File: src/rtl/mem_port_arbiter.sv
// Single-port memory arbiter between fetch and memory stage.
// Memory stage has priority; a starvation counter bounds fetch wait.
module mem_port_arbiter #(
  parameter int ADDR_W       = 32,
  parameter int DATA_W       = 32,
  parameter int MEM_LATENCY  = 2,
  parameter int STARVE_LIMIT = 4
) (
  input  logic              clk,
  input  logic              reset,
  input  logic              f_req_valid,
  output logic              f_req_ready,
  input  logic [ADDR_W-1:0] f_addr,
  output logic              f_rsp_valid,
  output logic [DATA_W-1:0] f_rsp_data,
  input  logic              d_req_valid,
  output logic              d_req_ready,
  input  logic [ADDR_W-1:0] d_addr,
  input  logic              d_rw,
  input  logic [1:0]        d_size,
  input  logic [DATA_W-1:0] d_wdata,
  output logic              d_rsp_valid,
  output logic [DATA_W-1:0] d_rsp_data,
  output logic              mem_en,
  output logic              mem_we,
  output logic [ADDR_W-1:0] mem_addr,
  output logic [1:0]        mem_size,
  output logic [DATA_W-1:0] mem_wdata,
  input  logic [DATA_W-1:0] mem_rdata,
  output logic              busy
);

  localparam int SW = $clog2(STARVE_LIMIT + 1);
  localparam int CW = $clog2(MEM_LATENCY + 1);
  localparam logic [SW-1:0] SLIM  = SW'(STARVE_LIMIT);
  localparam logic [CW-1:0] CLOAD = CW'(MEM_LATENCY - 1);

  typedef enum logic [1:0] {
    IDLE,
    ISSUE,
    WAIT,
    RESP
  } state_t;

  state_t        state;
  logic [SW-1:0] starve_cnt;
  logic [CW-1:0] lat_cnt;
  logic          win_f;
  logic          win_rw;

  logic window;
  logic starved;
  logic f_pick;
  logic d_pick;
  logic accept;

  always_comb begin
    window  = reset && (state == IDLE || state == RESP);
    starved = (starve_cnt == SLIM);
    f_pick  = f_req_valid && (!d_req_valid || starved);
    d_pick  = d_req_valid && !(f_req_valid && starved);
  end

  assign f_req_ready = window && f_pick;
  assign d_req_ready = window && d_pick;
  assign accept      = f_req_ready || d_req_ready;

  always_ff @(posedge clk or negedge reset) begin
    if (!reset) begin
      state       <= IDLE;
      starve_cnt  <= '0;
      lat_cnt     <= '0;
      win_f       <= 1'b0;
      win_rw      <= 1'b0;
      mem_en      <= 1'b0;
      mem_we      <= 1'b0;
      mem_addr    <= '0;
      mem_size    <= '0;
      mem_wdata   <= '0;
      f_rsp_valid <= 1'b0;
      f_rsp_data  <= '0;
      d_rsp_valid <= 1'b0;
      d_rsp_data  <= '0;
      busy        <= 1'b0;
    end else begin
      mem_en      <= 1'b0;
      mem_we      <= 1'b0;
      f_rsp_valid <= 1'b0;
      d_rsp_valid <= 1'b0;

      unique case (state)
        IDLE, RESP: begin
          if (accept) begin
            state  <= ISSUE;
            busy   <= 1'b1;
            mem_en <= 1'b1;
            win_f  <= f_req_ready;
            win_rw <= d_req_ready && d_rw;
            mem_we <= d_req_ready && d_rw;
            if (f_req_ready) begin
              mem_addr <= f_addr;
              mem_size <= 2'd2;
            end else begin
              mem_addr  <= d_addr;
              mem_size  <= d_size;
              mem_wdata <= d_wdata;
            end
          end else begin
            state <= IDLE;
            busy  <= 1'b0;
          end
        end
        ISSUE: begin
          state   <= WAIT;
          lat_cnt <= CLOAD;
        end
        WAIT: begin
          if (lat_cnt == '0) begin
            state <= RESP;
            // rdata is valid in the last WAIT cycle only
            if (win_f) begin
              f_rsp_valid <= 1'b1;
              f_rsp_data  <= mem_rdata;
            end else begin
              d_rsp_valid <= 1'b1;
              d_rsp_data  <= win_rw ? '0 : mem_rdata;
            end
          end else begin
            lat_cnt <= lat_cnt - 1'b1;
          end
        end
        default: state <= IDLE;
      endcase

      if (f_req_ready) begin
        starve_cnt <= '0;
      end else if (d_req_ready && f_req_valid && !starved) begin
        starve_cnt <= starve_cnt + 1'b1;
      end
    end
  end

endmodule

File: config.mk
export PLATFORM = sky130hd
export DESIGN_NAME = mem_port_arbiter
export DESIGN_NICKNAME = d
export VERILOG_FILES = /design/src/rtl/mem_port_arbiter.sv
export SDC_FILE = /design/constraint.sdc
export NUM_CORES = 1
export LEC_CHECK = 0
export ABC_AREA = 0
export CELL_PAD_IN_SITES_DETAIL_PLACEMENT = 1
export CELL_PAD_IN_SITES_GLOBAL_PLACEMENT = 1
export CORE_MARGIN = 4
export CORE_UTILIZATION = 32
export CTS_CLUSTER_SIZE = 30
export DETAILED_ROUTE_END_ITERATION = 10
export PLACE_DENSITY = 0.88
export SLEW_MARGIN = 20
export SYNTH_ARGS = -nofsm -noshare
export SYNTH_HDL_FRONTEND = slang
export SYNTH_SLANG_ARGS = --single-unit
File: constraint.sdc
create_clock -name clk -period 2.1 [get_ports clk]
set_input_delay 0.21 -clock clk [delete_from_list [all_inputs] [get_ports clk]]
set_output_delay 0.21 -clock clk [all_outputs]
set_load 0.01 [all_outputs]
=== After elaboration in Yosys (flattened, before gate mapping) ===
Cells that the tools add are included.

* Bits in registers: 144
* Input port bits: 135
* Output and inout bits: 137
* Word-level logic and storage cells: 70

* Add/sub/neg operators: 2
* Equality and inequality tests: 6
* Muxes and demuxes: 20
* Bitwise gates (word level): 2
* Reduce and logical (&&, ||, !) cells: 25

{| class="wikitable"
|+ Operators with widths
! kind !! count
|-
| two-way mux 32 bit || 2
|-
| two-way mux 1 bit || 11
|-
| logical AND 1 bit || 9
|-
| AND reduction 3 bit || 3
|-
| two-way mux 2 bit || 3
|-
| two-way mux 3 bit || 2
|-
| case mux 2 bit (3 select lines) || 1
|-
| equality test 2 bit (second input constant) || 2
|-
| zero test 2 bit || 2
|-
| inequality test 2 bit (second input constant) || 2
|-
| case mux 2 bit (2 select lines) || 1
|-
| AND reduction 2 bit || 2
|-
| nonzero test 2 bit || 2
|-
| adder 3 x 1 -> 3 bit (second input constant) || 1
|-
| equality test 3 bit (second input constant) || 1
|-
| zero test 1 bit || 3
|-
| logical OR 1 bit || 3
|-
| equality test 2 x 1 -> 1 bit (second input constant) || 1
|-
| inverter 1 bit || 2
|-
| OR reduction 2 bit || 1
|-
| subtractor 2 x 1 -> 2 bit (second input constant) || 1
|}

=== Depth between registers and ports, before layout ===
* Depth after elaboration: 9
* Depth in mapped cells: 8
* Mapped depth without buffers: 6

=== Worst setup path before layout ===
Ideal clock, no wire load.

* Kind: register -> register
* Start point: register starve_cnt[0]
* End point: register mem_wdata[26]
* Arrival time: 1.656 ns
* Data required time: 1.973 ns
* Path slack: 0.316 ns
* Stages on the path, launching flop included: 8
* Path buffers: 2
* Clock period less this slack: 1.784 ns
* Cells stage by stage: dfrtp_1 inv_1 ha_1 and3_4 buf_6 nor2_4 buf_6 mux2_1

* Longest elaborated chain between the ends: 7
* Elaborated cells between the ends (all ways): 11
* Classes of those cells: 1 x eq/ne; 1 x bitwise; 9 x reduce/logical

{| class="wikitable"
|+ RTL lines
! what !! RTL line !! text
|-
| start: declaration || 46 || <nowiki>logic [SW-1:0] starve_cnt;</nowiki>
|-
| start signal: assignment || 138 || <nowiki>starve_cnt <= starve_cnt + 1'b1;</nowiki>
|-
| equality test 3 bit || 59 || <nowiki>starved = (starve_cnt == SLIM);</nowiki>
|-
| logical AND 1 bit || 61 || <nowiki>d_pick = d_req_valid && !(f_req_valid && starved);</nowiki>
|-
| zero test 1 bit || 61 ||
|-
| logical AND 1 bit || 61 ||
|-
| logical AND 1 bit || 65 || <nowiki>assign d_req_ready = window && d_pick;</nowiki>
|-
| net d_req_ready || 17 || <nowiki>output logic d_req_ready,</nowiki>
|-
| logical OR 1 bit || 66 || <nowiki>assign accept = f_req_ready || d_req_ready;</nowiki>
|-
| AND reduction 3 bit (no line) || n/a ||
|-
| end signal: assignment || 106 || <nowiki>mem_wdata <= d_wdata;</nowiki>
|-
| end: declaration || 28 || <nowiki>output logic [DATA_W-1:0] mem_wdata,</nowiki>
|}

The timed path passes the listed nets, and every way through them passes these cells.
A chain may end at the register's enable or synchronous reset.

=== Worst setup path after layout ===
* Start point: register state[1]
* End point: output port d_req_ready

* Longest elaborated chain between the ends: 4
* Elaborated cells between the ends (all ways): 5
* Classes of those cells: 1 x eq/ne; 4 x reduce/logical

{| class="wikitable"
|+ RTL lines
! what !! RTL line !! text
|-
| start: declaration || 45 || <nowiki>state_t state;</nowiki>
|-
| start signal: assignment || 70 || <nowiki>state <= IDLE;</nowiki>
|-
| start signal: assignment || 94 || <nowiki>state <= ISSUE;</nowiki>
|-
| start signal: assignment || 109 || <nowiki>state <= IDLE;</nowiki>
|-
| equality test 2 bit / zero test 2 bit (equally long branches) || 58 || <nowiki>window = reset && (state == IDLE || state == RESP);</nowiki>
|-
| logical OR 1 bit * || 58 ||
|-
| logical AND 1 bit * || 58 ||
|-
| logical AND 1 bit * || 65 ||
|-
| end: declaration || 17 ||
|}

Mark *: on every way between the ends. The rest lies on a longest branch, timed or not.

==> impl_metrics.csv <==
group,metric,value,unit
yosys,avgSynthCellArea,11.9,um2
worst_setup_path,timing.rr.end,"f_rsp_data[14]",
clock_tree,cts_tree,"done",
floorplanning,start_util,33.0,%
worst_setup_path,cp_cell_sequence,"ha_4 > nand3_2 > nor2_4 > dlygate4sd2_1",
yosys,yosysWarnings,0,
routing,via_per_inst,4.89,
worst_setup_path,path_class,"reg2out",
worst_setup_path,end_kind,"output port",
yosys,synthesis.nets,667,
routing,drt_iter0_drc,215,
worst_setup_path,reg2reg_slack,300,ps
yosys,synthDistinctLibCells,34,
sta,hold_viol,0,
worst_setup_path,r2r_cells,5,
power_and_ir_drop,p_leak,4.24,nW
clock_tree,cts_made_buffers,17,
worst_setup_path,crit_path_start_kind,"register",
floorplanning,ios,272,
power_and_ir_drop,powerDensity,1500,mW/mm2
floorplanning,die_h,148,um
finish,seq_area,0.00360,mm2
placement,pre_cts_ws,88.4,ps
worst_setup_path,crit_slowest_cell,"dfrtp_1",
run,drv_cap,0,
grt,grt_pass1_vias,5616,
sta,setup_tns,0,ps
placement,port-buffer-count,271,
grt,grt-ovfl-total,0,
finish,multi_input_area,0.00229,mm2
floorplanning,core,0.0190,mm2
sta,worstMarginPinSlew,671,ps
routing,final_antenna_net_count,0,
clock_tree,htreeDepth,4,
sta,min_period,1950,ps
yosys,netlist_area,0.00626,mm2
placement,routabilityCongestion,0.755,
placement,dp_hpwl,14700,um
finish,layout-drive-gt1-share,10.8,%
yosys,syn-instance-count,527,
worst_setup_path,cp_top_family,"flip-flops",
sta,slew_viol_final,0,
worst_setup_path,path_buf_inv,1,
floorplanning,dieWidth,148,um
finish,mostFrequentLayoutCell,"clkdlybuf4s50_1",
yosys,synthArstFlopShare,100,%
worst_hold_path,min_path_type,"in2reg",
routing,drcViolationCount,0,
sta,max_slew_margin,55.2,%
sta,period_share,93.1,%
routing,dr_total_vias,5210,
grt,grt_antenna_before_repair,1,
worst_setup_path,crit_arrival,1740,ps
finish,fill_cells,1994,
yosys,yosysSeqAreaShare,57.6,%
sta,rsz0062_at_grt,"false",
yosys,ys_seq_elements,144,
routing,dr.pass1.iters,4,
worst_hold_path,hold_path_end,"mem_addr[15]",
sta,worst_slack,145,ps
clock_tree,root_buffer,"clkbuf_16",
yosys,synth_edf_count,0,
routing,drt-total-wl,20600,um
finish,layout_common_cells,"clkdlybuf4s50_1, dfrtp_1, inv_1",
yosys,synth_ff_type,"dfrtp_1",
worst_setup_path,timing.rr.start,"lat_cnt[1]",
worst_setup_path,max_stage_delay,430,ps
clock_tree,clkLatencyLatePin,410,ps
grt,grt_pass1_wl,32200,um
floorplanning,die_area,0.0219,mm2
sta,setup_violations,0,
clock_tree,clk_pin_slew,70,ps
power_and_ir_drop,ir_drop,538,uV
worst_setup_path,worstPathRequired,1890,ps
finish,area_delta_synth_final,58.3,%
clock_tree,clk_path_buf_depth,2,
sta,finClkSkew,6.64,ps
worst_hold_path,hold_depth,2,
sta,fmax,512,MHz
routing,drt-wirelength-per-cell,19.3,um
floorplanning,row_count,50,
clock_tree,cts_num_sinks,144,
grt,grtUsageTotal,18.8,%
finish,nets,931,
run_status,outcome,"finished clean",
worst_setup_path,crit_path_max_fanout,7,
grt,grt_max_degree,121,
worst_hold_path,hp-start,"f_addr[15]",
-- how the worst max path moves through the flow --
stage                     cells past startpoint     startpoint       endpoint
after floorplan                               7  starve_cnt[0]  mem_wdata[26]
after global placement                        6       state[0]    f_req_ready
after detailed placement                      6       state[0]    f_req_ready
after CTS                                     6       state[0]    f_req_ready
after global routing                          5       state[0]    d_req_ready
final                                         4       state[1]    d_req_ready
-- worst reg2reg max path, delay by kind of cell (launching register included) --
family | cells | cell delay [ps]
flops | 1 | 370
buf+inv | 2 | 370
simple gates | 1 | 340
mux | 1 | 330
fa+ha+maj | 1 | 280
-- power breakdown --
group / internal, mW / switching (mW) / total [mW] / leakage, nW
logic: 3.82 / 2.99 / 6.81 / 2.21
clock network: 1.92 / 1.26 / 3.18 / 0.293
registers: 4.15 / 0.749 / 4.90 / 1.74
-- cell families (layout without fill, tap and decap cells) --
| kind of cell | count (synthesis) | count (layout) | share of synthesized area (%) |
|---|---|---|---|
| mux | 64 | 64 | 11.5 |
| xor+xnor | 1 | 1 | 0.140 |
| buf+inv | 85 | 362 | 6.12 |
| other cells | 0 | 1 | 0 |
| flops | 144 | 144 | 57.6 |
| fa+ha+maj | 5 | 5 | 1.00 |
| simple gates | 85 | 85 | 7.16 |
| compound gates | 143 | 143 | 16.5 |
-- cell type report --
| class | instances | area share [%] |
|---|---|---|
| Sequential cell | 144 | 36.4 |
| Clock buffer | 18 | 4.43 |
| Antenna cell | 1 | 0.0253 |
| Multi-Input combinational cell | 298 | 23.1 |
| Clock inverter | 14 | 1.84 |
| Tap cell | 260 | 3.28 |
| Inverter | 44 | 1.67 |
| Timing Repair Buffer | 286 | 29.3 |
-- through the flow --
step / power (mW) / std cells / hold WS (ps) / area (um2) / utilization [%]
after floorplan: 7.88 / 527 / -85.6 / 6260 / -
after CTS: 15.1 / 1063 / 344 / 9900 / 52.2
after global placement: 11.4 / 1030 / 286 / 9260 / 48.8
after global routing: 15.9 / 1065 / 343 / 9900 / 52.2
after detailed placement: 11.8 / 1030 / 278 / 9260 / 48.8
final: 14.9 / 1065 / 370 / 9900 / 52.2
-- timing repair --
action,CTS,global route
endpoints found under the setup margin,2,1
resized for setup,4,2
setup buffers,0,1
endpoints found under the hold margin,144,0
hold buffers,1,0
-- state kept, by name, indices dropped and copies added (netlist names), 2 cells and up --
| signal | cells |
|---|---|
| lat_cnt | 2 |
| mem_addr | 32 |
| f_rsp_data | 32 |
| mem_size | 2 |
| d_rsp_data | 32 |
| starve_cnt | 3 |
| state | 2 |
| mem_wdata | 32 |
-- Yosys cell counts, drive strengths merged, types with 2 or more instances --
library cell,instances,area [um2]
a21boi,2,18.8
a21oi,2,13.8
a22o,2,17.5
a2bb2oi,32,280
buf,21,143
clkbuf,20,75.1
dfrtp,144,3600
ha,5,62.6
inv,44,165
mux2,64,721
nand2,38,143
nand2b,35,219
nand3,4,30.0
nor2,3,18.8
o21ai,69,345
o32a,33,330
-- routing by layer --
metal	wire length, um	vias to the layer above	track usage [%]
met4	425	0	6.14
li1	-	2380	-
met2	10400	202	32.9
met5	0	-	0
met3	1690	25	6.84
met1	8060	2603	21.5
(Power assumes the default switching activity.)
